[config.mk]
export PLATFORM = sky130hd
export DESIGN_NAME = hazard_unit_flat
export DESIGN_NICKNAME = d
export VERILOG_FILES = /design/src/rtl/hazard_unit_if.sv /design/src/rtl/hazard_unit.sv /design/src/flat_wrapper.sv
export SDC_FILE = /design/constraint.sdc
export NUM_CORES = 1
export LEC_CHECK = 0
export BUFFER_PORTS_ARGS = -buffer_cell sky130_fd_sc_hd__buf_2
export CAP_MARGIN = 20
export CORE_AREA = 2 2 39 41
export CTS_CLUSTER_DIAMETER = 40
export DETAILED_ROUTE_END_ITERATION = 7
export DIE_AREA = 0 0 41 43
export PLACE_DENSITY = 0.67
export SYNTH_ARGS = -nofsm -noshare
export SYNTH_HDL_FRONTEND = slang
export SYNTH_SLANG_ARGS = --single-unit
[constraint.sdc]
create_clock -name CLK -period 2.9 [get_ports CLK]
set_input_delay 0.58 -clock CLK [delete_from_list [all_inputs] [get_ports CLK]]
set_output_delay 0.58 -clock CLK [all_outputs]
set_load 0.005 [all_outputs]
[src/rtl/hazard_unit_if.sv]
// hazard_unit_if: pipeline hazard status in, latch enables/flushes out.
// The core side uses the master modport and the hazard unit uses the slave modport.
interface hazard_unit_if;
    logic       ihit;
    logic       dhit;
    logic       mem_dREN;
    logic       mem_dWEN;
    logic       ex_dREN;
    logic [4:0] ex_rd;
    logic [4:0] id_rs;
    logic [4:0] id_rt;
    logic       id_useRt;
    logic       ex_redirect;
    logic       wb_halt;

    logic       pcEN;
    logic       ifid_EN;
    logic       idex_EN;
    logic       exmem_EN;
    logic       memwb_EN;
    logic       ifid_flush;
    logic       idex_flush;
    logic       exmem_flush;
    logic       halt;
    logic [1:0] state;

    modport master (
        output ihit, dhit, mem_dREN, mem_dWEN, ex_dREN, ex_rd, id_rs, id_rt,
               id_useRt, ex_redirect, wb_halt,
        input  pcEN, ifid_EN, idex_EN, exmem_EN, memwb_EN,
               ifid_flush, idex_flush, exmem_flush, halt, state
    );

    modport slave (
        input  ihit, dhit, mem_dREN, mem_dWEN, ex_dREN, ex_rd, id_rs, id_rt,
               id_useRt, ex_redirect, wb_halt,
        output pcEN, ifid_EN, idex_EN, exmem_EN, memwb_EN,
               ifid_flush, idex_flush, exmem_flush, halt, state
    );
endinterface

[src/rtl/hazard_unit.sv]
// hazard_unit: stall/flush controller for the five-stage pipeline.
// Optional HAZARD_PERF_EN adds four 32-bit event counters.
//
// state  | meaning
// RUN    | normal flow; enables come from redirect/load-use/ifetch rules
// DWAIT  | MEM-stage data access outstanding; whole pipe frozen until dhit
// HALTED | halt reached WB; pipe frozen until reset
module hazard_unit (
    input  logic          CLK,
    input  logic          nRST,
    hazard_unit_if.slave  hz
`ifdef HAZARD_PERF_EN
    ,
    output logic [31:0]   stall_cnt,
    output logic [31:0]   lu_cnt,
    output logic [31:0]   flush_cnt,
    output logic [31:0]   if_cnt
`endif
);
    typedef enum logic [1:0] {
        RUN    = 2'd0,
        DWAIT  = 2'd1,
        HALTED = 2'd2
    } state_t;

    state_t state_q, state_d;
    logic   halt_q;
    logic   mem_req;
    logic   rule_halt, rule_dwait, rule_redir, rule_lu, rule_ifw;
    logic   pc_en, ifid_en, idex_en, exmem_en, memwb_en;
    logic   ifid_fl, idex_fl;

    assign mem_req = hz.mem_dREN | hz.mem_dWEN;

    // State and halt registers.
    always_ff @(posedge CLK or negedge nRST) begin
        if (!nRST) begin
            state_q <= RUN;
            halt_q  <= 1'b0;
        end else begin
            state_q <= state_d;
            halt_q  <= halt_q | hz.wb_halt;
        end
    end

    // Next-state: halt overrides everything and is sticky.
    always_comb begin
        state_d = state_q;
        if (state_q == HALTED || hz.wb_halt) begin
            state_d = HALTED;
        end else begin
            case (state_q)
                RUN:     if (mem_req && !hz.dhit) state_d = DWAIT;
                DWAIT:   if (hz.dhit)             state_d = RUN;
                default: state_d = state_q;
            endcase
        end
    end

    // Rule selection in priority order; exactly one rule (or none) is active.
    always_comb begin
        rule_halt  = 1'b0;
        rule_dwait = 1'b0;
        rule_redir = 1'b0;
        rule_lu    = 1'b0;
        rule_ifw   = 1'b0;
        if (state_q == HALTED || hz.wb_halt) begin
            rule_halt = 1'b1;
        end else if ((state_q == DWAIT || mem_req) && !hz.dhit) begin
            rule_dwait = 1'b1;
        end else if (hz.ex_redirect) begin
            rule_redir = 1'b1;
        end else if (hz.ex_dREN && hz.ex_rd != 5'd0 &&
                     (hz.ex_rd == hz.id_rs || (hz.id_useRt && hz.ex_rd == hz.id_rt))) begin
            rule_lu = 1'b1;
        end else if (!hz.ihit) begin
            rule_ifw = 1'b1;
        end
    end

    // Enable/flush decode; everything is held low while reset is asserted.
    always_comb begin
        pc_en    = 1'b0;
        ifid_en  = 1'b0;
        idex_en  = 1'b0;
        exmem_en = 1'b0;
        memwb_en = 1'b0;
        ifid_fl  = 1'b0;
        idex_fl  = 1'b0;
        if (nRST && !rule_halt && !rule_dwait) begin
            ifid_en  = !rule_lu;
            idex_en  = 1'b1;
            exmem_en = 1'b1;
            memwb_en = 1'b1;
            pc_en    = rule_redir || (!rule_lu && !rule_ifw);
            ifid_fl  = rule_redir || rule_ifw;
            idex_fl  = rule_redir || rule_lu;
        end
    end

    assign hz.pcEN        = pc_en;
    assign hz.ifid_EN     = ifid_en;
    assign hz.idex_EN     = idex_en;
    assign hz.exmem_EN    = exmem_en;
    assign hz.memwb_EN    = memwb_en;
    assign hz.ifid_flush  = ifid_fl;
    assign hz.idex_flush  = idex_fl;
    assign hz.exmem_flush = 1'b0;
    assign hz.halt        = halt_q;
    assign hz.state       = state_q;

`ifdef HAZARD_PERF_EN
    // Event counters; rule_halt covers the HALTED freeze since no other rule fires then.
    always_ff @(posedge CLK or negedge nRST) begin
        if (!nRST) begin
            stall_cnt <= 32'd0;
            lu_cnt    <= 32'd0;
            flush_cnt <= 32'd0;
            if_cnt    <= 32'd0;
        end else if (state_q != HALTED) begin
            if (rule_dwait) stall_cnt <= stall_cnt + 32'd1;
            if (rule_lu)    lu_cnt    <= lu_cnt + 32'd1;
            if (rule_redir) flush_cnt <= flush_cnt + 32'd1;
            if (rule_ifw)   if_cnt    <= if_cnt + 32'd1;
        end
    end
`endif
endmodule

[src/flat_wrapper.sv]
// flat-port wrapper written by rule: the top's interface ports become plain ports
module hazard_unit_flat 
  (CLK, nRST, hz_ihit, hz_dhit, hz_mem_dREN, hz_mem_dWEN, hz_ex_dREN, hz_ex_rd, hz_id_rs, hz_id_rt, hz_id_useRt, hz_ex_redirect, hz_wb_halt, hz_pcEN, hz_ifid_EN, hz_idex_EN, hz_exmem_EN, hz_memwb_EN, hz_ifid_flush, hz_idex_flush, hz_exmem_flush, hz_halt, hz_state);
  hazard_unit_if hz_i ();
  input  logic CLK;
  input  logic nRST;
  input wire logic [$bits(hz_i.ihit)-1:0] hz_ihit;
  input wire logic [$bits(hz_i.dhit)-1:0] hz_dhit;
  input wire logic [$bits(hz_i.mem_dREN)-1:0] hz_mem_dREN;
  input wire logic [$bits(hz_i.mem_dWEN)-1:0] hz_mem_dWEN;
  input wire logic [$bits(hz_i.ex_dREN)-1:0] hz_ex_dREN;
  input wire logic [$bits(hz_i.ex_rd)-1:0] hz_ex_rd;
  input wire logic [$bits(hz_i.id_rs)-1:0] hz_id_rs;
  input wire logic [$bits(hz_i.id_rt)-1:0] hz_id_rt;
  input wire logic [$bits(hz_i.id_useRt)-1:0] hz_id_useRt;
  input wire logic [$bits(hz_i.ex_redirect)-1:0] hz_ex_redirect;
  input wire logic [$bits(hz_i.wb_halt)-1:0] hz_wb_halt;
  output wire logic [$bits(hz_i.pcEN)-1:0] hz_pcEN;
  output wire logic [$bits(hz_i.ifid_EN)-1:0] hz_ifid_EN;
  output wire logic [$bits(hz_i.idex_EN)-1:0] hz_idex_EN;
  output wire logic [$bits(hz_i.exmem_EN)-1:0] hz_exmem_EN;
  output wire logic [$bits(hz_i.memwb_EN)-1:0] hz_memwb_EN;
  output wire logic [$bits(hz_i.ifid_flush)-1:0] hz_ifid_flush;
  output wire logic [$bits(hz_i.idex_flush)-1:0] hz_idex_flush;
  output wire logic [$bits(hz_i.exmem_flush)-1:0] hz_exmem_flush;
  output wire logic [$bits(hz_i.halt)-1:0] hz_halt;
  output wire logic [$bits(hz_i.state)-1:0] hz_state;
  assign hz_i.ihit = hz_ihit;
  assign hz_i.dhit = hz_dhit;
  assign hz_i.mem_dREN = hz_mem_dREN;
  assign hz_i.mem_dWEN = hz_mem_dWEN;
  assign hz_i.ex_dREN = hz_ex_dREN;
  assign hz_i.ex_rd = hz_ex_rd;
  assign hz_i.id_rs = hz_id_rs;
  assign hz_i.id_rt = hz_id_rt;
  assign hz_i.id_useRt = hz_id_useRt;
  assign hz_i.ex_redirect = hz_ex_redirect;
  assign hz_i.wb_halt = hz_wb_halt;
  assign hz_pcEN = hz_i.pcEN;
  assign hz_ifid_EN = hz_i.ifid_EN;
  assign hz_idex_EN = hz_i.idex_EN;
  assign hz_exmem_EN = hz_i.exmem_EN;
  assign hz_memwb_EN = hz_i.memwb_EN;
  assign hz_ifid_flush = hz_i.ifid_flush;
  assign hz_idex_flush = hz_i.idex_flush;
  assign hz_exmem_flush = hz_i.exmem_flush;
  assign hz_halt = hz_i.halt;
  assign hz_state = hz_i.state;
  hazard_unit u_core (.CLK(CLK), .nRST(nRST), .hz(hz_i));
endmodule
==> metrics.txt <==
outcome finished, final reports clean; number of endpoints failing setup at the final stage 0; clock-pin slew of the registers on the worst-case setup and hold paths 0.04 ns; final global-route overflow total 0; clock share of power 46.8%; count of nets after finishing 107; count of vias placed by the detailed router 438; starting utilization of the core area 26.22%; type of the worst min-delay path input port to asynchronous set/reset pin; CTS tree built; number of distinct library cell variants in the gate-level netlist after synthesis 23; fraction of post-synthesis cell area in the top cell type by area 24.14%; height of the chip 43 um; sort of element at the end of the critical path output port; number of top-level design ports 36; CTS root buf clkbuf_4; Worst Setup Start Kind input port; R2R cell count 1; Hold Violations, Final 0; Pre-Repair DR Iteration Count 3; HPWL after detailed placement 778.3 um; CTS Buffer Depth 2; setup repair after global routing missed its margin no; Num CTS Buffers 3; count of antenna diodes in the layout 0; residual antenna-violating net count after detailed routing 0; cell internal pwr 117.9 uW; fin worst setup slack 0.4289 ns; clock latency reported for the late side of the worst-skew pair 0.23 ns; leakage power total 0.2769 nW; Core Area 1384 um2; number of DRC markers after the initial detailed-route iteration 3; Combinational Power Share 27.0%; cell taking the most area after synthesis xnor2_1; vias in the first global route 400; placed inst area 530.5 um2; antenna violations before repair 0; synthesized cell area 362.8 um2; CP cell instances buf_2, or4_1, o21a_1, and4_2, o2bb2ai_1, buf_2; Worst VDD drop 0.1656 mV; wire length of the first global-routing pass 1518 um; delay of the slowest critical-path stage 0.52 ns; Placement Setup Slack 0.4163 ns; proportion of power drawn by flip-flops and latches 26.3%; number of buffers inserted for hold repair after clock tree synthesis 0; fin crit share 85.21%; Yosys warnings 0; RR Startpoint u_core.hz.state[1]; Setup Total Neg Slack 0 ns; total of flip-flops plus latches after synthesis 3; timing-limited maximum frequency 404.7 MHz; DIE WIDTH 41 um; dominant cells by area after synthesis xnor2_1 (24%), dfrtp_1 (21%), buf_4 (6.2%); time the worst path needs with I/O delays and setup 2.471 ns; arrival time of the worst setup path 1.89 ns; post-synthesis sequential area ratio 20.69%; TritonCTS Sinks 3; post-detailed-route wirelength per cell 9.753 um; post-layout instance area 556.8 um2; switching power total 42.39 uW; final instance count without filler cells 97; Switching Share 26.44%; Cell Rows 14; Total Wirelength 946 um; Post-CTS Repair Setup Buffers 0; largest net degree at the start of global routing 7; Inst Count DP 93; gr usage total 12.86%; worst setup path class input port to output port; final number of max-transition violations 0; Die Outline Area 1763 um2; H-tree lvl count 1; critical path data required time 2.32 ns; gate count after technology mapping 46; # Max-Cap Violations 0; highest fanout seen on the critical path 3; net count after synthesis 71; count of input and output buffers 34; Crit path top cell by count buf_2; post-synthesis average cell area 7.888 um2; final weighted congestion in routability-driven placement 0.6570; # resized after CTS 0; vias per inst 4.515; number of DRC violations after detailed routing 0; layout cells sized above 1 50.62%; area delta synth->final 53.45%; Pwr Density 287.9 nW/um2; cell with the largest stage delay on the worst path or4_1; Worst Skew 0.00008073 ns; Worst setup startpoint hz_ex_rd[1]
## power by group through the flow
stage | combinational [mW] | clock, mW | sequential [mW]
3_3_place_gp | 0.0429 | 0 | 0.0426
2_1_floorplan | 0.0205 | 0 | 0.0426
4_1_cts | 0.0439 | 0.0785 | 0.0421
3_5_place_dp | 0.0436 | 0 | 0.0426
6_report | 0.0432 | 0.0750 | 0.0421
5_1_grt | 0.0486 | 0.0864 | 0.0420
## worst paths after layout
check,endpoint,slack [ns]
worst max-delay path,hz_idex_flush,0.43
worst min-delay path,u_core.hz.halt,0.15
worst max register to register,u_core.hz.state[1],2.05
worst min register to register,u_core.hz.halt,0.46
max in group asynchronous,u_core.hz.state[0],2.62
min in group CLK,u_core.hz.halt,0.46
## per-layer routing
layer  up-vias  global-route usage [%]  share of wire, %
li1        228                       -                 -
met1       189                   13.55                42
met2        21                   20.31                49
met3         0                   4.712               8.7
met4         0                   8.000                 0
met5         -                       0                 0
## cell type report
class | instances | area [um2]
multi-input combinational | 37 | 254.0
fill | 156 | 827.0
sequential | 3 | 75.07
tap | 16 | 20.02
clock buffer | 4 | 26.28
timing repair buffer | 34 | 170.2
inverter | 3 | 11.26
## metrics by stage
stage                     util (%)  power, mW  hold slack (ns)
after CTS                    40.24     0.1645           0.1422
after floorplan                  -    0.06311           0.2844
after global placement       38.34    0.08548           0.3966
after detailed placement     38.34    0.08625           0.3979
after global routing         40.24     0.1770           0.1419
final                        40.24     0.1603           0.1492
## logic make-up (layout without fill, tap and decap cells)
kind of cell           count (synthesis)  after routing  synth area share [%]
buffers and inverters                  6             41                 9.310
XOR/XNOR                              10             10                 24.14
AND/OR/NAND/NOR                       17             17                 27.59
flip-flops                             3              3                 20.69
AO/OA/AOI/OAI                          9              9                 17.24
other                                  1              1                 1.033
## placed cells by master (no fill, tap or decap)
cell / synthesis / final
buf_2: 0 / 34
xnor2_1: 10 / 10
nor2_1: 3 / 3
inv_1: 3 / 3
a21oi_1: 3 / 3
clkbuf_4: 0 / 3
dfrtp_1: 3 / 3
or2_2: 2 / 2
nand3_1: 2 / 2
nand2_1: 2 / 2
nor2b_1: 2 / 2
nand2b_1: 1 / 1
a21o_1: 1 / 1
nand4_1: 1 / 1
o22ai_1: 1 / 1
or4_1: 1 / 1
o21a_1: 1 / 1
and4_2: 1 / 1
o2bb2ai_1: 1 / 1
a311oi_1: 1 / 1
and4_4: 1 / 1
o2111ai_1: 1 / 1
nor3_1: 1 / 1
conb_1: 1 / 1
clkbuf_1: 0 / 1
## cell usage after synthesis, drive strengths merged
| library cell | instances |
|---|---|
| o2bb2ai | 1 |
| dfrtp | 3 |
| o2111ai | 1 |
| nor3 | 1 |
| a311oi | 1 |
| xnor2 | 10 |
| inv | 3 |
| nand3 | 2 |
| conb | 1 |
| and4 | 2 |
| nand2 | 2 |
| or2 | 2 |
| a21o | 1 |
| o22ai | 1 |
| nand4 | 1 |
| nand2b | 1 |
| a21oi | 3 |
| o21a | 1 |
| buf | 3 |
| nor2b | 2 |
| or4 | 1 |
| nor2 | 3 |
## state kept, by name, indices dropped and copies added, names as in the netlist
signal / flops
u_core.hz.state: 2
u_core.hz.halt: 1
## critical path: cells and delay by family
family / cells / cell delay, ns
AOI/OAI and AO/OA: 2 / 0.31
buffers and inverters: 2 / 0.24
and+or+nand+nor: 2 / 0.75
(Power assumes the default switching activity.)
